### src/rtl/ssd1306_pkg.sv
// ssd1306_pkg -- shared definitions for the SSD1306-style SPI command receiver.
// Contents: opcode constants (same values as the panel controller command set),
// register reset defaults, decoder FSM state type and memory addressing modes.
package ssd1306_pkg;

  // Single-byte opcodes
  localparam logic [7:0] OP_DISP_OFF  = 8'hAE;
  localparam logic [7:0] OP_DISP_ON   = 8'hAF;
  localparam logic [7:0] OP_INV_OFF   = 8'hA6;
  localparam logic [7:0] OP_INV_ON    = 8'hA7;
  localparam logic [7:0] OP_SET_PAGE  = 8'hB0;  // B0..B7, low 3 bits = page
  localparam logic [7:0] OP_COL_LO    = 8'h00;  // 00..0F, low nibble = col[3:0]
  localparam logic [7:0] OP_COL_HI    = 8'h10;  // 10..17, low 3 bits = col[6:4]

  // Opcodes taking arguments
  localparam logic [7:0] OP_CONTRAST  = 8'h81;
  localparam logic [7:0] OP_CHG_PUMP  = 8'h8D;
  localparam logic [7:0] OP_MEM_MODE  = 8'h20;
  localparam logic [7:0] OP_MUX       = 8'hA8;
  localparam logic [7:0] OP_COL_ADDR  = 8'h21;
  localparam logic [7:0] OP_PAGE_ADDR = 8'h22;

  // Register defaults
  localparam logic [7:0] DEF_CONTRAST = 8'h7F;
  localparam logic [5:0] DEF_MUX      = 6'd63;
  localparam logic [5:0] MUX_MIN      = 6'd15;
  localparam logic [6:0] COL_LAST     = 7'd127;
  localparam logic [2:0] PAGE_LAST    = 3'd7;

  typedef enum logic [1:0] {
    ST_IDLE = 2'd0,
    ST_ARG1 = 2'd1,
    ST_ARG2 = 2'd2
  } dec_state_e;

  typedef enum logic [1:0] {
    MEM_HORZ = 2'b00,
    MEM_VERT = 2'b01,
    MEM_PAGE = 2'b10,
    MEM_BAD  = 2'b11
  } mem_mode_e;

endpackage

### src/rtl/ssd1306_spi_rx_if.sv
// ssd1306_spi_rx_if -- host-to-panel pin bundle.
// spi_sclk/spi_mosi/spi_ss : SPI mode 0, MSB first, ss active-low
// oled_dc                  : 1 = data byte, 0 = command byte
// oled_res                 : active-low panel reset
// master = host driving the pins, slave = receiver.
interface ssd1306_spi_rx_if;
  logic spi_sclk;
  logic spi_mosi;
  logic spi_ss;
  logic oled_dc;
  logic oled_res;

  modport master (output spi_sclk, output spi_mosi, output spi_ss, output oled_dc, output oled_res);
  modport slave  (input  spi_sclk, input  spi_mosi, input  spi_ss, input  oled_dc, input  oled_res);
endinterface

### src/rtl/ssd1306_spi_byte_rx.sv
// ssd1306_spi_byte_rx -- synchronizes the SPI/panel pins and assembles bytes.
// Ports: clk_50M, rst_n (async, active-low); spi (slave pin bundle);
//        res_n_o        synchronized oled_res (low = hold defaults)
//        byte_valid_o   one-cycle pulse, one clock after the 8th sclk rise
//        byte_data_o    received byte, MSB first
//        byte_is_data_o oled_dc as sampled at the 8th sclk rise
module ssd1306_spi_byte_rx #(
  parameter int SCLK_MAX_DIV = 8
) (
  input  logic                   clk_50M,
  input  logic                   rst_n,
  ssd1306_spi_rx_if.slave        spi,
  output logic                   res_n_o,
  output logic                   byte_valid_o,
  output logic [7:0]             byte_data_o,
  output logic                   byte_is_data_o
);

  // Bit order in the sync chain: {res, dc, ss, mosi, sclk}; ss idles high.
  localparam logic [4:0] SYNC_RST = 5'b00100;
  // After an accepted rise, further rises are ignored for half a minimum
  // sclk period; this rejects bounce without touching legitimate edges.
  localparam logic [7:0] HOLDOFF = 8'(SCLK_MAX_DIV / 2);

  logic [4:0] sync1_q, sync2_q;
  logic       sclk_prev_q;
  logic [7:0] holdoff_q;
  logic [2:0] bit_cnt_q;
  logic [7:0] shift_q;
  logic       byte_valid_q;
  logic [7:0] byte_data_q;
  logic       byte_is_data_q;

  logic sclk_s, mosi_s, ss_s, dc_s, res_n_s, rise_s;

  assign sclk_s  = sync2_q[0];
  assign mosi_s  = sync2_q[1];
  assign ss_s    = sync2_q[2];
  assign dc_s    = sync2_q[3];
  assign res_n_s = sync2_q[4];

  // Accepted sclk rising edge on the synchronized clock
  always_comb begin
    rise_s = sclk_s & ~sclk_prev_q & (holdoff_q == 8'd0);
  end

  // Two-flop synchronizers for every asynchronous pin
  always_ff @(posedge clk_50M or negedge rst_n) begin
    if (!rst_n) begin
      sync1_q <= SYNC_RST;
      sync2_q <= SYNC_RST;
    end else begin
      sync1_q <= {spi.oled_res, spi.oled_dc, spi.spi_ss, spi.spi_mosi, spi.spi_sclk};
      sync2_q <= sync1_q;
    end
  end

  // Edge detect, shift register, bit counter and byte strobe
  always_ff @(posedge clk_50M or negedge rst_n) begin
    if (!rst_n) begin
      sclk_prev_q    <= 1'b0;
      holdoff_q      <= 8'd0;
      bit_cnt_q      <= 3'd0;
      shift_q        <= 8'd0;
      byte_valid_q   <= 1'b0;
      byte_data_q    <= 8'd0;
      byte_is_data_q <= 1'b0;
    end else if (!res_n_s) begin
      // Panel reset: drop any byte in flight; keep tracking sclk so that
      // release does not produce a false edge.
      sclk_prev_q    <= sclk_s;
      holdoff_q      <= 8'd0;
      bit_cnt_q      <= 3'd0;
      shift_q        <= 8'd0;
      byte_valid_q   <= 1'b0;
      byte_data_q    <= 8'd0;
      byte_is_data_q <= 1'b0;
    end else begin
      sclk_prev_q  <= sclk_s;
      byte_valid_q <= 1'b0;
      if (holdoff_q != 8'd0) begin
        holdoff_q <= holdoff_q - 8'd1;
      end
      if (ss_s) begin
        bit_cnt_q <= 3'd0;  // deselect discards a partial byte
      end else if (rise_s) begin
        holdoff_q <= HOLDOFF;
        shift_q   <= {shift_q[6:0], mosi_s};
        bit_cnt_q <= bit_cnt_q + 3'd1;
        if (bit_cnt_q == 3'd7) begin
          byte_valid_q   <= 1'b1;
          byte_data_q    <= {shift_q[6:0], mosi_s};
          byte_is_data_q <= dc_s;
        end
      end
    end
  end

  assign res_n_o        = res_n_s;
  assign byte_valid_o   = byte_valid_q;
  assign byte_data_o    = byte_data_q;
  assign byte_is_data_o = byte_is_data_q;

endmodule

### src/rtl/ssd1306_spi_rx.sv
// ssd1306_spi_rx -- SPI receiver, command decoder and GDDRAM address generator.
// Ports: clk_50M, rst_n (async, active-low); spi (slave pin bundle);
//   byte_valid/byte_data/byte_is_data : received byte strobe
//   display_on, contrast, invert, mux_ratio, charge_pump, mem_mode : panel registers
//   ram_we/ram_addr {page,col}/ram_wdata : display RAM write port
//   cmd_err : one-cycle pulse on unknown opcode, bad argument or aborted command
module ssd1306_spi_rx
  import ssd1306_pkg::*;
#(
  parameter int SCLK_MAX_DIV = 8
) (
  input  logic            clk_50M,
  input  logic            rst_n,
  ssd1306_spi_rx_if.slave spi,
  output logic            byte_valid,
  output logic [7:0]      byte_data,
  output logic            byte_is_data,
  output logic            display_on,
  output logic [7:0]      contrast,
  output logic            invert,
  output logic [5:0]      mux_ratio,
  output logic            charge_pump,
  output logic [1:0]      mem_mode,
  output logic            ram_we,
  output logic [9:0]      ram_addr,
  output logic [7:0]      ram_wdata,
  output logic            cmd_err
);

  logic       res_n_s, rx_valid_s, rx_is_data_s;
  logic [7:0] rx_data_s;

  ssd1306_spi_byte_rx #(.SCLK_MAX_DIV(SCLK_MAX_DIV)) u_byte_rx (
    .clk_50M        (clk_50M),
    .rst_n          (rst_n),
    .spi            (spi),
    .res_n_o        (res_n_s),
    .byte_valid_o   (rx_valid_s),
    .byte_data_o    (rx_data_s),
    .byte_is_data_o (rx_is_data_s)
  );

  dec_state_e state_q;
  mem_mode_e  mem_mode_q;
  logic [7:0] op_q, contrast_q, ram_wdata_q;
  logic [6:0] arg1_q, col_q, col_start_q, col_end_q, col_d;
  logic [2:0] page_q, page_start_q, page_end_q, page_d;
  logic [5:0] mux_ratio_q;
  logic [9:0] ram_addr_q;
  logic       display_on_q, invert_q, charge_pump_q, ram_we_q, cmd_err_q;
  logic       is_page_s, is_col_lo_s, is_col_hi_s;

  assign is_page_s   = (rx_data_s[7:3] == OP_SET_PAGE[7:3]);
  assign is_col_lo_s = (rx_data_s[7:4] == OP_COL_LO[7:4]);
  assign is_col_hi_s = (rx_data_s[7:3] == OP_COL_HI[7:3]);

  // Address that follows the current one, per addressing mode
  always_comb begin
    col_d  = col_q;
    page_d = page_q;
    case (mem_mode_q)
      MEM_HORZ: begin
        if (col_q == col_end_q) begin
          col_d  = col_start_q;
          page_d = (page_q == page_end_q) ? page_start_q : page_q + 3'd1;
        end else begin
          col_d = col_q + 7'd1;
        end
      end
      MEM_VERT: begin
        if (page_q == page_end_q) begin
          page_d = page_start_q;
          col_d  = (col_q == col_end_q) ? col_start_q : col_q + 7'd1;
        end else begin
          page_d = page_q + 3'd1;
        end
      end
      MEM_PAGE: col_d = col_q + 7'd1;  // 127 wraps to 0 naturally
      default:  col_d = col_q;
    endcase
  end

  // Decoder FSM, panel registers and RAM write port
  always_ff @(posedge clk_50M or negedge rst_n) begin
    if (!rst_n) begin
      state_q <= ST_IDLE;       op_q <= 8'd0;            arg1_q <= 7'd0;
      display_on_q <= 1'b0;     contrast_q <= DEF_CONTRAST; invert_q <= 1'b0;
      mux_ratio_q <= DEF_MUX;   charge_pump_q <= 1'b0;   mem_mode_q <= MEM_PAGE;
      col_q <= 7'd0;            col_start_q <= 7'd0;     col_end_q <= COL_LAST;
      page_q <= 3'd0;           page_start_q <= 3'd0;    page_end_q <= PAGE_LAST;
      ram_we_q <= 1'b0;         ram_addr_q <= 10'd0;     ram_wdata_q <= 8'd0;
      cmd_err_q <= 1'b0;
    end else if (!res_n_s) begin
      state_q <= ST_IDLE;       op_q <= 8'd0;            arg1_q <= 7'd0;
      display_on_q <= 1'b0;     contrast_q <= DEF_CONTRAST; invert_q <= 1'b0;
      mux_ratio_q <= DEF_MUX;   charge_pump_q <= 1'b0;   mem_mode_q <= MEM_PAGE;
      col_q <= 7'd0;            col_start_q <= 7'd0;     col_end_q <= COL_LAST;
      page_q <= 3'd0;           page_start_q <= 3'd0;    page_end_q <= PAGE_LAST;
      ram_we_q <= 1'b0;         ram_addr_q <= 10'd0;     ram_wdata_q <= 8'd0;
      cmd_err_q <= 1'b0;
    end else begin
      ram_we_q   <= 1'b0;
      cmd_err_q  <= 1'b0;
      // ram_addr follows the current pointer; on a write it still shows the
      // written address because the pointer advances on the same edge.
      ram_addr_q <= {page_q, col_q};
      if (rx_valid_s && rx_is_data_s) begin
        ram_we_q    <= 1'b1;
        ram_wdata_q <= rx_data_s;
        col_q       <= col_d;
        page_q      <= page_d;
        if (state_q != ST_IDLE) begin
          cmd_err_q <= 1'b1;  // data cut into an unfinished command
          state_q   <= ST_IDLE;
        end
      end else if (rx_valid_s) begin
        case (state_q)
          ST_IDLE: begin
            if (is_page_s) begin
              page_q <= rx_data_s[2:0];
            end else if (is_col_lo_s) begin
              col_q[3:0] <= rx_data_s[3:0];
            end else if (is_col_hi_s) begin
              col_q[6:4] <= rx_data_s[2:0];
            end else begin
              case (rx_data_s)
                OP_DISP_OFF, OP_DISP_ON: display_on_q <= rx_data_s[0];
                OP_INV_OFF, OP_INV_ON:   invert_q <= rx_data_s[0];
                OP_CONTRAST, OP_CHG_PUMP, OP_MEM_MODE, OP_MUX,
                OP_COL_ADDR, OP_PAGE_ADDR: begin
                  op_q    <= rx_data_s;
                  state_q <= ST_ARG1;
                end
                default: cmd_err_q <= 1'b1;
              endcase
            end
          end
          ST_ARG1: begin
            state_q <= ST_IDLE;
            arg1_q  <= rx_data_s[6:0];
            case (op_q)
              OP_CONTRAST: contrast_q <= rx_data_s;
              OP_CHG_PUMP: charge_pump_q <= rx_data_s[2];
              OP_MEM_MODE: begin
                if (rx_data_s[1:0] == MEM_BAD) cmd_err_q <= 1'b1;
                else mem_mode_q <= mem_mode_e'(rx_data_s[1:0]);
              end
              OP_MUX: begin
                if (rx_data_s[5:0] < MUX_MIN) cmd_err_q <= 1'b1;
                else mux_ratio_q <= rx_data_s[5:0];
              end
              OP_COL_ADDR, OP_PAGE_ADDR: state_q <= ST_ARG2;
              default: cmd_err_q <= 1'b1;
            endcase
          end
          ST_ARG2: begin
            state_q <= ST_IDLE;
            case (op_q)
              OP_COL_ADDR: begin
                col_start_q <= arg1_q;
                col_end_q   <= rx_data_s[6:0];
                col_q       <= arg1_q;
              end
              OP_PAGE_ADDR: begin
                page_start_q <= arg1_q[2:0];
                page_end_q   <= rx_data_s[2:0];
                page_q       <= arg1_q[2:0];
              end
              default: cmd_err_q <= 1'b1;
            endcase
          end
          default: state_q <= ST_IDLE;
        endcase
      end else begin
        state_q <= state_q;
      end
    end
  end

  assign byte_valid   = rx_valid_s;
  assign byte_data    = rx_data_s;
  assign byte_is_data = rx_is_data_s;
  assign display_on   = display_on_q;
  assign contrast     = contrast_q;
  assign invert       = invert_q;
  assign mux_ratio    = mux_ratio_q;
  assign charge_pump  = charge_pump_q;
  assign mem_mode     = mem_mode_q;
  assign ram_we       = ram_we_q;
  assign ram_addr     = ram_addr_q;
  assign ram_wdata    = ram_wdata_q;
  assign cmd_err      = cmd_err_q;

endmodule

### src/flat_wrapper.sv
// flat-port wrapper written by rule: the top's interface ports become plain ports
module ssd1306_spi_rx_flat import ssd1306_pkg::*;
#(
  parameter int SCLK_MAX_DIV = 8
)
  (clk_50M, rst_n, byte_valid, byte_data, byte_is_data, display_on, contrast, invert, mux_ratio, charge_pump, mem_mode, ram_we, ram_addr, ram_wdata, cmd_err, spi_spi_sclk, spi_spi_mosi, spi_spi_ss, spi_oled_dc, spi_oled_res);
  ssd1306_spi_rx_if spi_i ();
  input  logic clk_50M;
  input  logic rst_n;
  output logic byte_valid;
  output logic [7:0] byte_data;
  output logic byte_is_data;
  output logic display_on;
  output logic [7:0] contrast;
  output logic invert;
  output logic [5:0] mux_ratio;
  output logic charge_pump;
  output logic [1:0] mem_mode;
  output logic ram_we;
  output logic [9:0] ram_addr;
  output logic [7:0] ram_wdata;
  output logic cmd_err;
  input wire logic [$bits(spi_i.spi_sclk)-1:0] spi_spi_sclk;
  input wire logic [$bits(spi_i.spi_mosi)-1:0] spi_spi_mosi;
  input wire logic [$bits(spi_i.spi_ss)-1:0] spi_spi_ss;
  input wire logic [$bits(spi_i.oled_dc)-1:0] spi_oled_dc;
  input wire logic [$bits(spi_i.oled_res)-1:0] spi_oled_res;
  assign spi_i.spi_sclk = spi_spi_sclk;
  assign spi_i.spi_mosi = spi_spi_mosi;
  assign spi_i.spi_ss = spi_spi_ss;
  assign spi_i.oled_dc = spi_oled_dc;
  assign spi_i.oled_res = spi_oled_res;
  ssd1306_spi_rx #(.SCLK_MAX_DIV(SCLK_MAX_DIV)) u_core (.clk_50M(clk_50M), .rst_n(rst_n), .spi(spi_i), .byte_valid(byte_valid), .byte_data(byte_data), .byte_is_data(byte_is_data), .display_on(display_on), .contrast(contrast), .invert(invert), .mux_ratio(mux_ratio), .charge_pump(charge_pump), .mem_mode(mem_mode), .ram_we(ram_we), .ram_addr(ram_addr), .ram_wdata(ram_wdata), .cmd_err(cmd_err));
endmodule
### config.mk
export PLATFORM = sky130hd
export DESIGN_NAME = ssd1306_spi_rx_flat
export DESIGN_NICKNAME = d
export VERILOG_FILES = /design/src/rtl/ssd1306_pkg.sv /design/src/rtl/ssd1306_spi_rx_if.sv /design/src/rtl/ssd1306_spi_byte_rx.sv /design/src/rtl/ssd1306_spi_rx.sv /design/src/flat_wrapper.sv
export SDC_FILE = /design/constraint.sdc
export NUM_CORES = 1
export LEC_CHECK = 0
export CAP_MARGIN = 20
export CORE_UTILIZATION = 60
export DETAILED_ROUTE_END_ITERATION = 16
export PLACE_DENSITY = 0.83
export SKIP_CTS_REPAIR_TIMING = 1
export SLEW_MARGIN = 20
export SYNTH_ARGS = -nofsm -noshare
export SYNTH_HDL_FRONTEND = slang
export SYNTH_SLANG_ARGS = --single-unit
### constraint.sdc
create_clock -name clk_50M -period 4.32 [get_ports clk_50M]
set_clock_uncertainty 0.15 [all_clocks]
set_input_delay 0.648 -clock clk_50M [delete_from_list [all_inputs] [get_ports clk_50M]]
set_output_delay 0.648 -clock clk_50M [all_outputs]
set_load 0.05 [all_outputs]
## Yosys cells after proc, flatten, opt, wreduce, memory -nomap -nowiden

Cells that the tools add are included.

- Bits in registers: 125
- Bits of input ports: 7
- Output and inout bits: 49
- Logic and storage cells: 271

- Add/sub/neg operators: 4
- $lt $le $gt $ge: 1
- Equal/unequal tests: 66
- Muxes and demuxes: 139
- Bitwise gates (word level): 3
- Reduce and logical (&&, ||, !) cells: 29

Operator list:

| operator | number |
|---|---|
| two-way mux 8 bit | 23 |
| two-way mux 7 bit | 23 |
| equality test 8 bit, second input constant | 10 |
| two-way mux 3 bit | 21 |
| equality test 8 x 6 -> 1 bit, second input constant | 6 |
| two-way mux 1 bit | 42 |
| two-way mux 6 bit | 6 |
| inequality test 2 x 1 -> 1 bit, second input constant | 16 |
| two-way mux 2 bit | 15 |
| AND reduction 7 bit | 4 |
| case mux 7 bit (3 select lines) | 1 |
| inequality test 4 x 2 -> 1 bit, second input constant | 5 |
| inequality test 4 bit, second input constant | 4 |
| AND reduction 4 bit | 4 |
| inequality test 2 bit, second input constant | 7 |
| case mux 7 bit (2 select lines) | 1 |
| inequality test 4 x 3 -> 1 bit, second input constant | 3 |
| case mux 3 bit (2 select lines) | 2 |
| AND reduction 6 bit | 2 |
| two-way mux 10 bit | 1 |
| AND reduction 5 bit | 2 |
| OR reduction 10 bit | 1 |
| zero test 8 bit | 1 |
| AND reduction 8 bit | 1 |
| 31 further kinds | 41 |

## Longest topological paths before layout

Gate-level depths: netlist (run 1).

- Word-level depth: 10
- Gate-level depth with buffers: 10

## By module

From an unflattened synthesis (run 1), not the netlist that was laid out.

- Cells, all modules: 610
- Area total of the unflattened synthesis: 6104.6 sq um

By module, submodules not included:

| module | instances | cells each | area an instance (sq um) | sequential area each (sq um) |
|---|---|---|---|---|
| ssd1306_spi_rx | 1 | 478 | 4493.1 | 2182.1 |
| ssd1306_spi_byte_rx | 1 | 132 | 1611.5 | 978.4 |

## Least setup slack after synthesis (run 1)

OpenSTA, ideal clock, no wires.

- Path type: register to register
- From: register u_core.u_byte_rx.byte_data_q[3] (netlist: u_core.u_byte_rx.byte_data_o[3])
- To: register u_core.op_q[3]
- Library setup time: 0.135 ns
- Data arrival time: 2.195 ns
- Required time: 4.035 ns
- Slack: 1.840 ns
- Cell stages (with the launch flop): 8
- Buffers on the path: 2
- Period minus slack after synthesis: 2.480 ns
- Cell sequence: dfrtp_1 > clkbuf_1 > or4b_2 > a21oi_1 > o2111ai_1 > clkbuf_1 > nand3_1 > o21ai_0

- Longest elaborated chain between the ends: 8

Ends and longest elaborated chain:

| item | RTL line | source |
|---|---|---|
| start: declaration | ssd1306_spi_byte_rx.sv:31 | `logic [7:0] byte_data_q;` |
| start signal: assignment | ssd1306_spi_byte_rx.sv:92 | `byte_data_q <= {shift_q[6:0], mosi_s};` |
| two-way mux 8 bit | ssd1306_spi_rx.sv:126 | `case (rx_data_s)` |
| two-way mux 8 bit | ssd1306_spi_rx.sv:123 | `end else if (is_col_hi_s) begin` |
| two-way mux 8 bit | ssd1306_spi_rx.sv:121 | `end else if (is_col_lo_s) begin` |
| two-way mux 8 bit | ssd1306_spi_rx.sv:119 | `if (is_page_s) begin` |
| two-way mux 8 bit | ssd1306_spi_rx.sv:117 | `case (state_q)` |
| two-way mux 8 bit | ssd1306_spi_rx.sv:116 | `end else if (rx_valid_s) begin` |
| two-way mux 8 bit | ssd1306_spi_rx.sv:107 | `if (rx_valid_s && rx_is_data_s) begin` |
| two-way mux 8 bit | ssd1306_spi_rx.sv:93 | `end else if (!res_n_s) begin` |
| end signal: assignment | ssd1306_spi_rx.sv:131 | `op_q <= rx_data_s;` |
| end: declaration | ssd1306_spi_rx.sv:45 | `logic [7:0] op_q, contrast_q, ram_wdata_q;` |

Parallel ways exist; a longest one is shown, timed or not. The select of a mux whose other input is x is not followed.
A chain may end at the register's enable or synchronous reset.

## Final worst setup path (run 1)

- From: register u_core.u_byte_rx.byte_data_q[0] (netlist: u_core.u_byte_rx.byte_data_o[0])
- To: output byte_data[0]

RTL lines:

| item | RTL line | source |
|---|---|---|
| end: declaration | flat_wrapper.sv:11 | `output logic [7:0] byte_data;` |

No word-level cell between the ends.

==> summary.txt, run 1 <==
Core box area - 9730 um^2
Bufs and invs on worst path - 1
Placed Area - 6620 um^2
Gr busiest metal - met2
Largest net degree at the start of global routing - 76
Post-synthesis cell count - 571
Util after Layout - 73.5%
Met1 Track Usage GR - 37.4%
Vias per cell - 6.04
Initial drt markers - 283
Via count of the first global-routing pass - 4505
Yosys cell types - 64
Max incr delay on CP - 950 ps
Final hold vios - 0
Sink Count - 125
Worst-margin pin slew - 950 ps
RSZ-0062 raised after global routing - no
Clk root buf - clkbuf_8
GRT met2 Usage - 48.6%
Pleak - 0.00319 uW
Vias after detailed routing - 4578
Fin nets - 628
CTS H-tree depth - 4
Power Dens Cells - 388 nW/um^2
DP HPWL - 8760 um
Area growth syn-to-layout - 19.0%
Setup TNS - 0 ps
Worst hold path class - input port to async pin
Peak VDD IR - 0.358 mV
Fmax achieved - 316 MHz
YS warnings - 0
Slowest cell on crit path - clkdlybuf4s50_1
Chip Width - 102 um
Max Slew Vio Count - 0
Clock Path Buffers - 2
Post-synth ARST share - 100%
Place WS - 1420 ps
Mapped Area - 6010 um^2
Syn_area_per_cell - 10.5 um^2
Seq/Total Area, Yosys - 52.6%
CP Max Fanout - 20
GR Overflow Total - 0
CTS tree - yes
Final worst slack - 1160 ps
Number of flops mapped to enable cells by yosys - 0
Final setup violation count - 0
Port Buffer Count - 55
Io pins - 56
Leading post-synthesis cells by cell area - dfrtp_1, dfstp_2, mux2i_1
Cells after DPL - 726
Nature of the critical path endpoint - primary output
Fin crit share - 73.3%
GPL Wtd Cong - 0.881
Setup CP Type - flip-flop to primary output
Arr. time, crit path - 2370 ps
DRT Wirelength - 14200 um
Die Height - 102 um
Syn_nets - 587
Drt wl/cell - 18.8 um
Tmin final - 3160 ps
GRT Util Overall - 29.5%
Post-synthesis register bit count - 125
Top FF cell, synth - dfrtp_1
First-pass GRT wire length - 22800 um
Initial antenna violation count - 0
Max Cap Viol - 0
Ant. Diodes - 0
Std-Cell Rows - 36
CTS Buf Count - 17
Met3 usage in global routing - 7.39%
Antenna Violating Nets Remaining - 0
Initial Util - 61.7%
Worst-path clk slew - 70 ps
Die Area - 10400 um^2
Status - finished, final reports clean
Crit path cell chain - clkdlybuf4s50_1
Crit start category - flip-flop
Critical path data required time - 3520 ps
Detailed Routing Iterations Pass 1 - 5
Slew headroom - 36.6%
# DRC - 0
Final std cell area, no fill - 7150 um^2
Top delay family on crit path - buffers and inverters
Non-Filler Instances - 758
Area leader, netlist - dfrtp_1
Clock latency on the worst-skew pair - 530 ps
Post-synth top area share - 41.3%
Layout cells sized above 1 - 12.6%
## synthesized netlist by cell type, types with 3 or more instances
cell type and n:
dfrtp_1 99, nand3_1 18, a21o_1 4, o31ai_1 3, xnor2_1 7, buf_1 3, a22o_1 16, ha_1 9
inv_1 10, dfstp_2 26, a21boi_0 16, nor2b_1 19, nor4_1 7, o21ai_0 10, a21oi_1 13, o211ai_1 3
and3_1 6, and2_1 12, xor2_1 16, nand2b_1 6, mux2i_1 47, nor2_1 32, nand2_1 94, nor3_1 6
nand4_1 5, mux2_2 6, a211oi_2 3, clkbuf_1 30
## cell usage in the layout (no fill, tap or decap), types with 18 or more instances in the layout
cell type and instances:
nor2b_1 19, nand3_1 18, mux2i_1 47, dfrtp_1 98
dfstp_2 26, nand2_1 94, clkdlybuf4s50_1 54, nor2_1 32
## state kept, by name (all words and copies together), names as in the netlist, 5 cells and up
signal	cells
u_core.u_byte_rx.byte_data_o	8
u_core.u_byte_rx.shift_q	7
u_core.op_q	8
u_core.ram_wdata	8
u_core.col_end_q	7
u_core.ram_addr	10
u_core.u_byte_rx.holdoff_q	8
u_core.mux_ratio	6
u_core.u_byte_rx.sync2_q	5
u_core.col_q	7
u_core.col_start_q	7
u_core.contrast	8
u_core.arg1_q	7
u_core.u_byte_rx.sync1_q	5
## per-layer routing
metal	vias to the layer above	share of wire (%)
li1	2079	-
met1	2268	42
met2	184	50
met3	47	6.0
met4	0	2.3
met5	-	0
## per-stage QoR
stage	total power [uW]	hold slack, ps
floorplan	1450	181
global placement	1510	188
detailed placement	1530	188
CTS	2790	152
global route	2870	206
finish	2780	122
## worst paths after layout
kind	from	endpoint	slack [ps]	depth (start not counted)
max in group asynchronous	rst_n	u_core.contrast[3]	3050	2
worst min register to register	u_core.u_byte_rx.sync1_q[0]	u_core.u_byte_rx.sync2_q[0]	200	0
worst max-delay path	u_core.u_byte_rx.byte_data_o[0]	byte_data[0]	1160	1
worst min-delay path	rst_n	u_core.u_byte_rx.sync1_q[4]	120	1
min in group clk_50M	u_core.u_byte_rx.sync1_q[0]	u_core.u_byte_rx.sync2_q[0]	200	0
worst max register to register	u_core.u_byte_rx.byte_is_data_o	u_core.col_q[2]	1320	8
## power breakdown
group,internal [uW],total (uW),leakage [uW],switching (uW)
sequential,1210,1260,0.00163,44.2
combinational,103,254,0.00131,151
clock,713,1260,0.000253,551
## cell type report
type                            instances  area (um^2)
Sequential cell                       125         3160
Multi-Input combinational cell        400         2670
Fill cell                             705         2580
Timing Repair Buffer                   57          576
Clock buffer                           18          418
Tap cell                              133          166
Clock inverter                         14          111
Inverter                               11         41.3
## cells by family after synthesis
family / count (synthesis) / share of synthesized area [%]
flip-flops: 125 / 52.6
XOR/XNOR: 23 / 3.35
buffers and inverters: 46 / 2.92
multiplexers: 53 / 8.96
adder cells (fa/ha/maj): 9 / 1.88
AO/OA/AOI/OAI: 89 / 11.3
AND/OR/NAND/NOR: 226 / 19.0
(Power assumes the default switching activity.)
==> run 2, diff against run 1 <==
Settings changed: CORE_UTILIZATION 60 to 57, PLACE_DENSITY 0.83 to 0.79.
Clock period 4.32 ns to 3 ns, I/O delays scaled along.
==> summary.txt, run 2 (same netlist as run 1, synthesis figures left out) <==
Max Cap Viol - 0
Max incr delay on CP - 830 ps
Hold Startpoint - spi_spi_ss
Crit start category - flip-flop
Clk root buf - clkbuf_8
CP Max Fanout - 12
Std-Cell Rows - 37
Most common cell after layout, fill and taps aside - dfrtp_1
Detailed Routing Iterations Pass 1 - 5
Drt wl/cell - 17.9 um
Clock latency on the worst-skew pair - 540 ps
Die Height - 105 um
Tmin final - 2860 ps
Clock Power Share - 47.0%
Final hold vios - 0
Die Area - 11000 um^2
Vias per cell - 5.90
Worst-path clk slew - 60 ps
Nature of the critical path endpoint - primary output
Setup TNS - 0 ps
Place WS - 357 ps
CTS H-tree depth - 4
Layout cells sized above 1 - 14.8%
Initial drt markers - 279
Met1 Track Usage GR - 35.2%
Placed Area - 6740 um^2
Crit path cell chain - buf_4 -> clkdlybuf4s50_1
Core box area - 10300 um^2
Max Slew Vio Count - 0
Worst-margin pin slew - 880 ps
FILL cells - 777
Vias after detailed routing - 4591
Sink Count - 125
Critical path data required time - 2400 ps
Fmax achieved - 350 MHz
Largest net degree at the start of global routing - 65
Chip Width - 105 um
Arr. time, crit path - 2260 ps
CP startpoint - u_core.u_byte_rx.byte_data_o[0]
Via count of the first global-routing pass - 4726
Util after Layout - 71.2%
Final worst slack - 145 ps
DP HPWL - 9130 um
Worst hold path class - input port to flip-flop
Area growth syn-to-layout - 21.8%
GR Overflow Total - 0
Clock Path Buffers - 2
Final setup violation count - 0
GRT met2 Usage - 43.9%
Slowest cell on crit path - clkdlybuf4s50_1
GPL Wtd Cong - 0.891
Met3 usage in global routing - 8.67%
Power Dens Cells - 562 nW/um^2
CTS tree - yes
Worst flop-to-flop path startpoint - u_core.u_byte_rx.byte_data_o[5]
Slew headroom - 41.3%
Initial Util - 58.4%
Gr busiest metal - met2
Fin nets - 645
Initial antenna violation count - 0
Io pins - 56
Sw power - 1030 uW
Port Buffer Count - 55
Fin crit share - 95.2%
Final std cell area, no fill - 7310 um^2
# DRC - 0
Peak VDD IR - 0.568 mV
DRT Wirelength - 13900 um
Sequential Power Share - 43.7%
RSZ-0062 raised after global routing - no
Setup CP Type - flip-flop to primary output
Pleak - 0.00329 uW
First-pass GRT wire length - 23500 um
Hold WS - 175 ps
Antenna Violating Nets Remaining - 0
Int Power - 3080 uW
GRT Util Overall - 28.0%
Commonest non-fill, non-tap cells in the layout - dfrtp_1, nand2_1, clkdlybuf4s50_1, mux2i_1, nor2_1
Ant. Diodes - 0
Largest register FFs - 10
Status - finished, final reports clean
CTS Buf Count - 17
Gate power share - 9.2%
Net Sw Frac - 25.1%
-- run 2: cell types whose count changed in the layout (fill, tap and decap cells not counted) --
cell	previous run	this run
inv_6	5	0
dlygate4sd3_1	0	1
clkinv_2	2	3
clkinvlp_4	3	5
bufinv_16	0	2
dfrtp_4	1	0
dfrtp_2	0	1
buf_4	2	18
-- run 2: power groups by stage --
stage	Combinational, uW	Clock (uW)	Sequential, uW
after global placement	356	0	1820
after detailed placement	381	0	1820
after global routing	433	2040	1800
after CTS	384	1960	1800
after floorplan	274	0	1810
final	379	1930	1800
-- run 2: critical path: cells and delay by family, from the launching register on --
kind / cells / cell delay, ps
buf+inv: 2 / 1110
flops: 1 / 610
-- run 2: area by class of cell --
cell class / count / area [um^2] / share of cell area, %
clock buffer: 18 / 418 / 5.71
multi-input combinational: 400 / 2670 / 36.5
inverter: 11 / 41.3 / 0.564
tap: 136 / 170 / 2.33
timing repair buffer: 74 / 706 / 9.65
sequential: 125 / 3160 / 43.2
clock inverter: 14 / 148 / 2.02
-- run 2: path summary, 6_finish.rpt --
| path | end | slack (ps) | depth (start not counted) |
|---|---|---|---|
| worst max-delay path | byte_data[0] | 140 | 2 |
| worst max register to register | u_core.op_q[7] | 330 | 5 |
| worst min register to register | u_core.u_byte_rx.sync2_q[0] | 200 | 0 |
| max in group asynchronous | u_core.page_end_q[0] | 1650 | 3 |
| min in group asynchronous | u_core.ram_addr[3] | 300 | 2 |
| worst min-delay path | u_core.u_byte_rx.sync1_q[2] | 170 | 1 |
-- run 2: metal layers --
metal  vias up  wire length [um]
met5         -                 0
met4         0               434
met3        44               767
met2       162              6850
met1      2282              5870
li1       2103                 -
-- run 2: through the flow --
step,total power [uW],std cells
floorplan,2090,571
global placement,2180,745
detailed placement,2200,745
CTS,4140,777
global route,4270,778
finish,4110,778
==> run 3, diff against run 2 <==
Settings changed: MAX_ROUTING_LAYER set to met4.
==> summary.txt, run 3 (same netlist as run 1, synthesis figures left out) <==
Arr. time, crit path - 2260 ps
Most common cell after layout, fill and taps aside - dfrtp_1
Clock latency on the worst-skew pair - 530 ps
Commonest non-fill, non-tap cells in the layout - dfrtp_1, nand2_1, clkdlybuf4s50_1, mux2i_1, nor2_1
Layout cells sized above 1 - 14.8%
Sink Count - 125
Reg area - 3160 um^2
CTS H-tree depth - 4
Chip Width - 105 um
Area growth syn-to-layout - 21.8%
Fmax achieved - 350 MHz
CTS tree - yes
Cells after DPL - 745
GRT Util Overall - 28.8%
Std-Cell Rows - 37
Clk root buf - clkbuf_8
# DRC - 0
Non-Filler Instances - 778
RSZ-0062 raised after global routing - no
Placed Area - 6740 um^2
Worst-path clk slew - 60 ps
Hold WS - 178 ps
Fin nets - 645
Tmin final - 2860 ps
Status - finished, final reports clean
Power Dens Cells - 562 nW/um^2
Worst flop-to-flop path startpoint - u_core.u_byte_rx.byte_data_o[5]
Pleak - 0.00329 uW
Port Buffer Count - 55
Fin crit share - 95.2%
Hold Startpoint - spi_spi_ss
Worst-margin pin slew - 883 ps
Initial Util - 58.4%
Initial drt markers - 338
Max Cap Viol - 0
Setup TNS - 0 ps
Slew headroom - 41.0%
Largest net degree at the start of global routing - 65
Multi-input logic area - 2670 um^2
Io pins - 56
First-pass GRT wire length - 23500 um
DP HPWL - 9130 um
Final hold vios - 0
Peak VDD IR - 0.570 mV
CP startpoint - u_core.u_byte_rx.byte_data_o[0]
GR Overflow Total - 0
Vias per cell - 5.96
CTS Buf Count - 17
Detailed Routing Iterations Pass 1 - 5
DRT Wirelength - 14000 um
Crit start category - flip-flop
Max Slew Vio Count - 0
Final std cell area, no fill - 7310 um^2
Drt wl/cell - 17.9 um
Initial antenna violation count - 0
Die Area - 11000 um^2
Ant. Diodes - 0
Final setup violation count - 0
Nature of the critical path endpoint - primary output
Die Height - 105 um
Via count of the first global-routing pass - 4731
FILL cells - 777
Largest register FFs - 10
Clock Path Buffers - 2
Setup CP Type - flip-flop to primary output
Util after Layout - 71.2%
GPL Wtd Cong - 0.906
Worst hold path class - input port to flip-flop
Antenna Violating Nets Remaining - 0
Vias after detailed routing - 4638
Core box area - 10300 um^2
CP Max Fanout - 12
Critical path data required time - 2400 ps
run 3: cell counts in the layout (fill, tap and decap cells not counted):
No cell type changed its count.
run 3: worst max-delay path: stages (launching register included):
cell	delay [ps]
dfrtp_1	620
buf_4	280
clkdlybuf4s50_1	830
run 3: cell type report:
class / count / area share [%]
clock buffer: 18 / 5.71
clock inverter: 14 / 2.02
inverter: 11 / 0.564
multi-input combinational: 400 / 36.5
sequential: 125 / 43.2
tap: 136 / 2.33
timing repair buffer: 74 / 9.65
run 3: routing by layer:
| layer | up-vias | track usage (%) | wire (um) |
|---|---|---|---|
| met5 | - | - | 0 |
| li1 | 2101 | - | - |
| met4 | 0 | 14.1 | 446 |
| met2 | 186 | 43.9 | 6850 |
| met3 | 43 | 7.86 | 863 |
| met1 | 2308 | 35.7 | 5800 |
run 3: stage by stage:
stage / total power [uW] / worst slack (ps)
6_report: 4110 / 144
5_1_grt: 4270 / 71.8
4_1_cts: 4140 / 128
3_5_place_dp: 2200 / 357
3_3_place_gp: 2180 / 492
2_1_floorplan: 2090 / 520
run 3: final timing paths:
check                                              endpoint  slack (ps)  depth (start not counted)
worst max-delay path                           byte_data[0]         140                          2
worst min-delay path            u_core.u_byte_rx.sync1_q[2]         180                          1
worst max register to register               u_core.op_q[4]         320                          4
worst min register to register  u_core.u_byte_rx.sync2_q[0]         200                          0
max in group asynchronous              u_core.page_end_q[0]        1650                          3
min in group asynchronous                u_core.ram_addr[3]         310                          2
run 3: report_power, final:
| group | leakage (uW) | internal [uW] | switching [uW] | total [uW] |
|---|---|---|---|---|
| registers | 0.00163 | 1750 | 49.9 | 1800 |
| logic | 0.00140 | 153 | 228 | 381 |
| clock network | 0.000263 | 1180 | 756 | 1930 |
| total | 0.00329 | 3080 | 1030 | 4110 |
